File: src/rtl/key_expand_ctrl.sv
// AES-128 key expansion sequencer driving one shared external SubWord (4 S-boxes).
// Latency: round key 0 one cycle after start, then one round key per accepted beat; done 1 cycle after key 10.
// Backpressure: rk_valid/rk_ready handshake; rk, rk_index and sw_in hold while rk_ready is low.
module key_expand_ctrl (
  input  logic         clk,
  input  logic         reset,
  input  logic         start,
  input  logic [127:0] key_in,
  output logic [31:0]  sw_in,
  input  logic [31:0]  sw_out,
  output logic [127:0] rk,
  output logic [3:0]   rk_index,
  output logic         rk_valid,
  input  logic         rk_ready,
  output logic         busy,
  output logic         done
);

  typedef enum logic {IDLE, RUN} state_t;

  state_t       state, state_nxt;
  logic [127:0] rk_nxt;
  logic [3:0]   index_nxt;
  logic [7:0]   rcon, rcon_nxt;
  logic         done_nxt;
  logic [31:0]  t, n0, n1, n2, n3;

  // SubWord sees RotWord of the last word; pure wiring so it stays stable during stalls.
  assign sw_in    = {rk[23:0], rk[31:24]};
  assign rk_valid = (state == RUN);
  assign busy     = (state == RUN);

  // Next-state logic: load on start, advance one round per accepted beat, finish after round 10.
  always_comb begin
    state_nxt = state;
    rk_nxt    = rk;
    index_nxt = rk_index;
    rcon_nxt  = rcon;
    done_nxt  = 1'b0;
    // Next round key: XOR chain over the four words, seeded by SubWord result and rcon.
    t  = sw_out ^ {rcon, 24'h0};
    n0 = rk[127:96] ^ t;
    n1 = rk[95:64]  ^ n0;
    n2 = rk[63:32]  ^ n1;
    n3 = rk[31:0]   ^ n2;
    case (state)
      IDLE: begin
        if (start) begin
          rk_nxt    = key_in;
          index_nxt = 4'd0;
          rcon_nxt  = 8'h01;
          state_nxt = RUN;
        end
      end
      RUN: begin
        // start is deliberately ignored here: no restart or key reload mid-run.
        if (rk_ready) begin
          if (rk_index == 4'd10) begin
            // Last key stays on rk; only the state and done change.
            state_nxt = IDLE;
            done_nxt  = 1'b1;
          end else begin
            rk_nxt    = {n0, n1, n2, n3};
            index_nxt = rk_index + 4'd1;
            rcon_nxt  = {rcon[6:0], 1'b0} ^ (rcon[7] ? 8'h1b : 8'h00);
          end
        end
      end
      default: state_nxt = IDLE;
    endcase
  end

  // State and datapath registers; reset overrides everything and aborts a run.
  always_ff @(posedge clk) begin
    if (reset) begin
      state    <= IDLE;
      rk       <= 128'h0;
      rk_index <= 4'd0;
      rcon     <= 8'h01;
      done     <= 1'b0;
    end else begin
      state    <= state_nxt;
      rk       <= rk_nxt;
      rk_index <= index_nxt;
      rcon     <= rcon_nxt;
      done     <= done_nxt;
    end
  end

endmodule

File: config.mk
export PLATFORM = sky130hd
export DESIGN_NAME = key_expand_ctrl
export DESIGN_NICKNAME = d
export VERILOG_FILES = /design/src/rtl/key_expand_ctrl.sv
export SDC_FILE = /design/constraint.sdc
export NUM_CORES = 1
export LEC_CHECK = 0
export BUFFER_PORTS_ARGS = -buffer_cell sky130_fd_sc_hd__buf_2
export CAP_MARGIN = 20
export CORE_MARGIN = 3
export CORE_UTILIZATION = 50
export CTS_CLUSTER_DIAMETER = 150
export DETAILED_ROUTE_END_ITERATION = 16
export GPL_TIMING_DRIVEN = 0
export MAX_ROUTING_LAYER = met4
export PLACE_DENSITY = 0.88
export SYNTH_ARGS = -nofsm -noshare
export SYNTH_HDL_FRONTEND = slang
export SYNTH_SLANG_ARGS = --single-unit
File: constraint.sdc
create_clock -name clk -period 2.2 [get_ports clk]
set_clock_uncertainty 0.05 [all_clocks]
set_input_delay 0.22 -clock clk [delete_from_list [all_inputs] [get_ports clk]]
set_output_delay 0.22 -clock clk [all_outputs]
set_load 0.02 [all_outputs]
==> out/metrics.csv, run 1 <==
metric,value,unit
status,"complete, no violations",
vias in the first global route,9827,
CTS Sinks,142,
Core Box Area,17400,um2
share of cells above drive strength 1,30.2,%
Clock Tree Buf Depth,2,
area grow syn2layout,30.4,%
largest net degree at the start of global routing,17,
final setup vio count,0,
CP Capture Type,register,
PwrDens,761,nW/um2
vias per cell,6.06,
maximum vdd drop,0.000556,V
grt ovf,0,
Avg WL per Cell,21.0,um
global-route wire length before repair,53.4,mm
DRC violations left,0,
initial drt markers,1035,
Post-Route WL,35.3,mm
Nets,1603,
Hold Slack,0.0133,ns
"top cells by area, synth","dfxtp_1 32%, xnor3_1 7.6%, o21ai_0 4.7%",
worst skew pair latency,0.43,ns
Final Critical Period,2.13,ns
Worst-path clk slew,0.06,ns
fillers,1426,
post-detail-place hpwl,26.0,mm
CTS buffer count,17,
final std cells w/o fill,1675,
Post-DRT Antenna Nets,0,
share of the yosys chip area belonging to registers,32.0,%
actual slew at the worst max-slew pin,0.786,ns
Post-Syn Area,8880,um2
first drt pass iteration count,6,
worst endpoint required time,2.49,ns
IO Port Bufs,329,
Max Cap Viol,0,
Final Hold Vio Count,0,
fmax,0.470,GHz
synth warn,0,
max-slew violations,0,
#FFs+latches synth,142,
relative slew slack,47.6,%
Die Wd,139,um
leak pwr,5.30,nW
ys async rst share,0,%
Post-synth EDFFs,0,
post-synth top area share,32.0,%
syn nets,1244,
Vias,10200,
starting density of the core,51.2,%
critical path class,register to register,
root buffer cell,clkbuf_16,
row count,48,
Synth Instances,1078,
Post-Syn Area per Cell,8.24,um2
leading area contributor after synthesis,dfxtp_1,
Crit Path Max Fanout,10,
class of the worst hold path,primary input to register,
I/O pins,331,
startpoint types,register,
cell count after placement,1632,
die area,19400,um2
CTS tree,yes,
"Distinct cells, synth",43,
critical path arrival,2.42,ns
All-Layer GR Usage,35.7,%
"Period Utilization, post-route",96.7,%
htree depth,4,
height of the die,139,um
antenna violations before repair,2,
RD Place Congestion,0.918,
"Primary FF master, synth",dfxtp_1,
setup TNS,0,ns
[metrics by stage]
step	worst slack [ns]	area [um2]	util, %	total power, mW
CTS	0.00438	11500	66.4	8.74
finish	0.0724	11600	66.7	8.81
global placement	-0.0601	10800	62.3	5.77
detailed placement	-0.145	10800	62.3	5.86
global route	-0.00255	11600	66.7	9.13
floorplan	0.297	8880	-	4.92
[critical path, stage by stage (launching register included)]
cell and delay, ns:
dfxtp_1 0.34, buf_6 0.16, nor2b_1 0.14, clkbuf_1 0.49, clkbuf_1 0.46, o21ai_0 0.21, a31oi_1 0.19
[power breakdown]
part / internal (mW) / switching, mW / total (mW)
Sequential: 2.81 / 0.282 / 3.09
Combinational: 1.20 / 1.63 / 2.83
Clock: 1.75 / 1.15 / 2.90
[metal layers]
layer	track usage, %	share of wire [%]	vias to the layer above
met5	-	0	-
met4	15.3	3.6	0
met3	7.04	10	125
met2	57.8	48	719
met1	43.5	38	4761
li1	-	-	4553
[timing repair]
action / 4_1_cts / 5_1_grt
endpoints found under the hold margin: 11 / 0
gates resized for setup: 8 / 42
setup endpoints to repair: 75 / 112
hold buffers: 11 / 0
setup buffers: 0 / 0
[cell usage after synthesis, drive strengths merged (2+ instances only)]
library cell / count
a211oi: 12
a21oi: 77
a22oi: 2
a311oi: 25
a31oi: 34
a32oi: 8
and2: 22
and3: 8
buf: 58
clkbuf: 64
dfxtp: 142
ha: 2
inv: 25
mux2i: 2
nand2: 83
nand2b: 51
nand3: 12
nor2: 38
nor2b: 47
nor3: 6
nor3b: 15
nor4: 30
o211ai: 24
o21a: 30
o21ai: 84
o22ai: 47
or3: 33
xnor2: 17
xnor3: 30
xor2: 42
xor3: 2
[logic make-up (layout without fill, tap and decap cells)]
group,count (synthesis),in the layout,synth area share [%]
flops,142,142,32.0
other cells,0,3,0
xor+xnor,91,91,14.0
fa+ha+maj,2,2,0.282
mux,3,3,0.395
buf+inv,147,516,8.09
compound gates,344,344,23.9
simple gates,349,349,21.3
[registers in the layout, indices dropped and copies added, names as in the netlist]
name / cells
rcon: 8
busy: 1
done: 1
rk: 128
rk_index: 4
[final timing paths]
path | from | end | slack [ns] | depth (start not counted)
setup / recovery | busy$_SDFF_PP0_ | rk[60]$_SDFFE_PP0P_ | 0.07 | 6
hold / removal | key_in[7] | rk[7]$_SDFFE_PP0P_ | 0.01 | 3
setup reg to reg | busy$_SDFF_PP0_ | rk[60]$_SDFFE_PP0P_ | 0.07 | 6
hold reg to reg | rcon[6]$_SDFFE_PP0P_ | rcon[7]$_SDFFE_PP0P_ | 0.43 | 2
[cell usage in the layout, fill, tap and decap left out, types with 39 or more instances in the layout]
| master | netlist | layout |
|---|---|---|
| dfxtp_1 | 142 | 141 |
| o21ai_0 | 83 | 83 |
| clkbuf_1 | 64 | 47 |
| nor2b_1 | 47 | 47 |
| buf_2 | 16 | 338 |
| buf_4 | 35 | 39 |
| o22ai_1 | 47 | 47 |
| a21oi_1 | 77 | 77 |
| xor2_1 | 42 | 42 |
| nand2b_1 | 51 | 51 |
| nand2_1 | 82 | 82 |
[final cells by class]
cell class | instances | area (um2) | share of cell area, %
Clock inverter | 5 | 55.1 | 0.476
Timing Repair Buffer | 340 | 1760 | 15.2
Antenna cell | 3 | 7.51 | 0.0648
Buffer | 122 | 672 | 5.80
Inverter | 25 | 93.8 | 0.811
Tap cell | 225 | 282 | 2.43
Multi-Input combinational cell | 789 | 5350 | 46.2
Sequential cell | 142 | 2840 | 24.6
Clock buffer | 24 | 522 | 4.51
No activity file was read; power rests on OpenSTA's default activity.
==> run 2, diff against run 1 <==
--- a/config.mk
+++ b/config.mk
@@ -8,12 +8,13 @@
 export BUFFER_PORTS_ARGS = -buffer_cell sky130_fd_sc_hd__buf_2
 export CAP_MARGIN = 20
 export CORE_MARGIN = 3
-export CORE_UTILIZATION = 50
+export CORE_UTILIZATION = 52
+export CTS_BUF_LIST = sky130_fd_sc_hd__clkbuf_4 sky130_fd_sc_hd__clkbuf_8
 export CTS_CLUSTER_DIAMETER = 150
 export DETAILED_ROUTE_END_ITERATION = 16
 export GPL_TIMING_DRIVEN = 0
 export MAX_ROUTING_LAYER = met4
-export PLACE_DENSITY = 0.88
+export PLACE_DENSITY = 0.91
 export SYNTH_ARGS = -nofsm -noshare
 export SYNTH_HDL_FRONTEND = slang
 export SYNTH_SLANG_ARGS = --single-unit
==> run 2 against run 1 <==
Power decreased by 9.3%. Fmax decreased by 2.0%. Via count is 2.1% higher. Routed wire length is 0.99% higher. Flip-flop and latch count stayed put. Non-clock buffer count increased by 28. Combinational power increased by 1%. Largest cell class unchanged. Largest power group unchanged. Highest routed layer unchanged.
==> out/metrics.csv, run 2 (synthesis results as in run 1) <==
metric,value,unit,change
Max Cap Viol,0,,unchanged
class of the worst hold path,primary input to register,,
CP Capture Type,register,,
maximum vdd drop,0.000415,V,-25%
CTS buffer count,17,,unchanged
fmax,0.460,GHz,-2.0%
"commonest non-fill, non-tap cells in the layout","337 x buf_2, 141 x dfxtp_1, 83 x o21ai_0",,
Buf/Inv on CP,4,,+1
"Slowest-stage cell, CP",clkbuf_1,,
htree depth,4,,unchanged
die area,18700,um2,-3.7%
max reg flops,128,,unchanged
DRC violations left,0,,unchanged
CTS tree,yes,,
largest net degree at the start of global routing,20,,+3
grt ovf,0,,unchanged
fin worst setup slack,0.0280,ns,-0.0444 ns
starting density of the core,53.3,%,+2.2 points
final setup vio count,0,,unchanged
status,"complete, no violations",,
setup TNS,0,ns,unchanged
met2 WL,16.9,mm,-0.23%
Met3 Routed Length,3.97,mm,+9.8%
Avg WL per Cell,21.0,um,-0.38%
family with the most delay on the worst path,buffers and inverters,,
Reg2Reg Depth,6,,unchanged
area grow syn2layout,31.0,%,
Final Hold Vio Count,0,,unchanged
global-route wire length before repair,52.5,mm,-1.8%
Nets,1631,,+1.7%
Stages on worst setup path,6,,unchanged
final std cells w/o fill,1698,,+1.4%
first drt pass iteration count,6,,unchanged
critical path class,register to register,,
cell depth of the worst hold path,3,,unchanged
Metal-1 WL,13.1,mm,-2.1%
Post-DRT Antenna Nets,0,,unchanged
actual slew at the worst max-slew pin,0.751,ns,-0.0346 ns
row count,47,,-2.1%
"commonest non-fill, non-tap cell in the layout",buf_2,,
max-slew violations,0,,unchanged
"Period Utilization, post-route",98.7,%,+2.0 points
worst skew pair latency,0.46,ns,+0.03 ns
Vias,10400,,+2.1%
Worst-path clk slew,0.08,ns,+0.02 ns
vias per cell,6.11,,+0.75%
share of cells above drive strength 1,30.0,%,-0.23 points
IO Port Bufs,329,,unchanged
CP max stage delay,0.44,ns,-0.05 ns
vias in the first global route,9891,,+0.65%
Final Critical Period,2.17,ns,+0.0444 ns
top routing layer in use,met4,,
startpoint types,register,,
post-detail-place hpwl,25.9,mm,-0.11%
initial drt markers,1125,,+8.7%
antenna violations before repair,1,,-1
Top Registers,"rk x128, rcon x8, rk_index x4",,
critical path arrival,2.49,ns,+0.07 ns
CP Cell Sequence,buf_6 > buf_2 > clkbuf_1 > clkbuf_2 > o22ai_1 > a21oi_1,,
fillers,1327,,-6.9%
All-Layer GR Usage,37.4,%,+1.7 points
Core Box Area,16600,um2,-4.1%
CTS Sinks,142,,unchanged
Setup WS pre-CTS,-0.0991,ns,+0.0457 ns
root buffer cell,clkbuf_8,,
Clock Tree Buf Depth,2,,unchanged
Die Wd,137,um,-1.9%
PwrDens,687,nW/um2,-9.7%
Post-Route WL,35.6,mm,+0.99%
RD Place Congestion,0.945,,+2.9%
I/O pins,331,,unchanged
cell count after placement,1627,,-0.31%
Power Total,7.99,mW,-9.3%
Crit Path Max Fanout,10,,unchanged
worst endpoint required time,2.52,ns,+0.03 ns
relative slew slack,49.9,%,+2.3 points
leak pwr,5.33,nW,+0.64%
height of the die,137,um,-1.9%
Reg with most FFs,rk,,
==> run 2: area by class of cell <==
type / count / area [um2] / share of cell area (%)
flip-flops and latches: 142 / 2840 / 24.5
diodes: 3 / 7.51 / 0.0646
clock inverters: 7 / 65.1 / 0.559
well taps: 220 / 275 / 2.37
clock buffers: 22 / 290 / 2.50
plain buffers: 121 / 677 / 5.82
repair buffers: 369 / 2040 / 17.6
inverters: 25 / 93.8 / 0.807
multi-input cells: 789 / 5330 / 45.8
==> run 2: repair_timing <==
action,CTS,global route
pin swaps,0,1
gates resized for setup,7,48
buffers inserted,0,1
gates cloned,0,0
setup endpoints to repair,72,115
endpoints found under the hold margin,38,1
hold buffers,38,1
==> run 2: report_power, final <==
group | switching (mW) | internal [mW]
logic | 1.64 | 1.23
clock network | 1.04 | 0.982
registers | 0.287 | 2.81
total | 2.97 | 5.02
==> run 2: layer usage <==
layer  GRT usage, %  vias up
met3           8.90      134
met2           59.4      734
met1           44.7     4900
li1               -     4607
met4           18.1        0
met5              -        -
==> run 2: tightest hold or removal path: stages <==
cell and delay (ns):
buf_2 0.10, nand2b_1 0.06, a311oi_1 0.09
==> run 2: per-stage QoR <==
stage / util, % / instance area [um2] / hold WS [ns]
2_1_floorplan: - / 8880 / 0.320
3_3_place_gp: 64.9 / 10800 / 0.416
3_5_place_dp: 64.9 / 10800 / 0.429
4_1_cts: 69.4 / 11500 / 0.000523
5_1_grt: 69.8 / 11600 / 0.000586
6_report: 69.9 / 11600 / 0.00899
==> run 2: worst paths after layout <==
kind / start / endpoint / slack (ns)
setup reg to reg: busy$_SDFF_PP0_ / rk[32]$_SDFFE_PP0P_ / 0.03
setup / recovery: busy$_SDFF_PP0_ / rk[32]$_SDFFE_PP0P_ / 0.03
hold reg to reg: rcon[5]$_SDFFE_PP0P_ / rcon[6]$_SDFFE_PP0P_ / 0.45
hold / removal: key_in[121] / rk[121]$_SDFFE_PP0P_ / 0.009
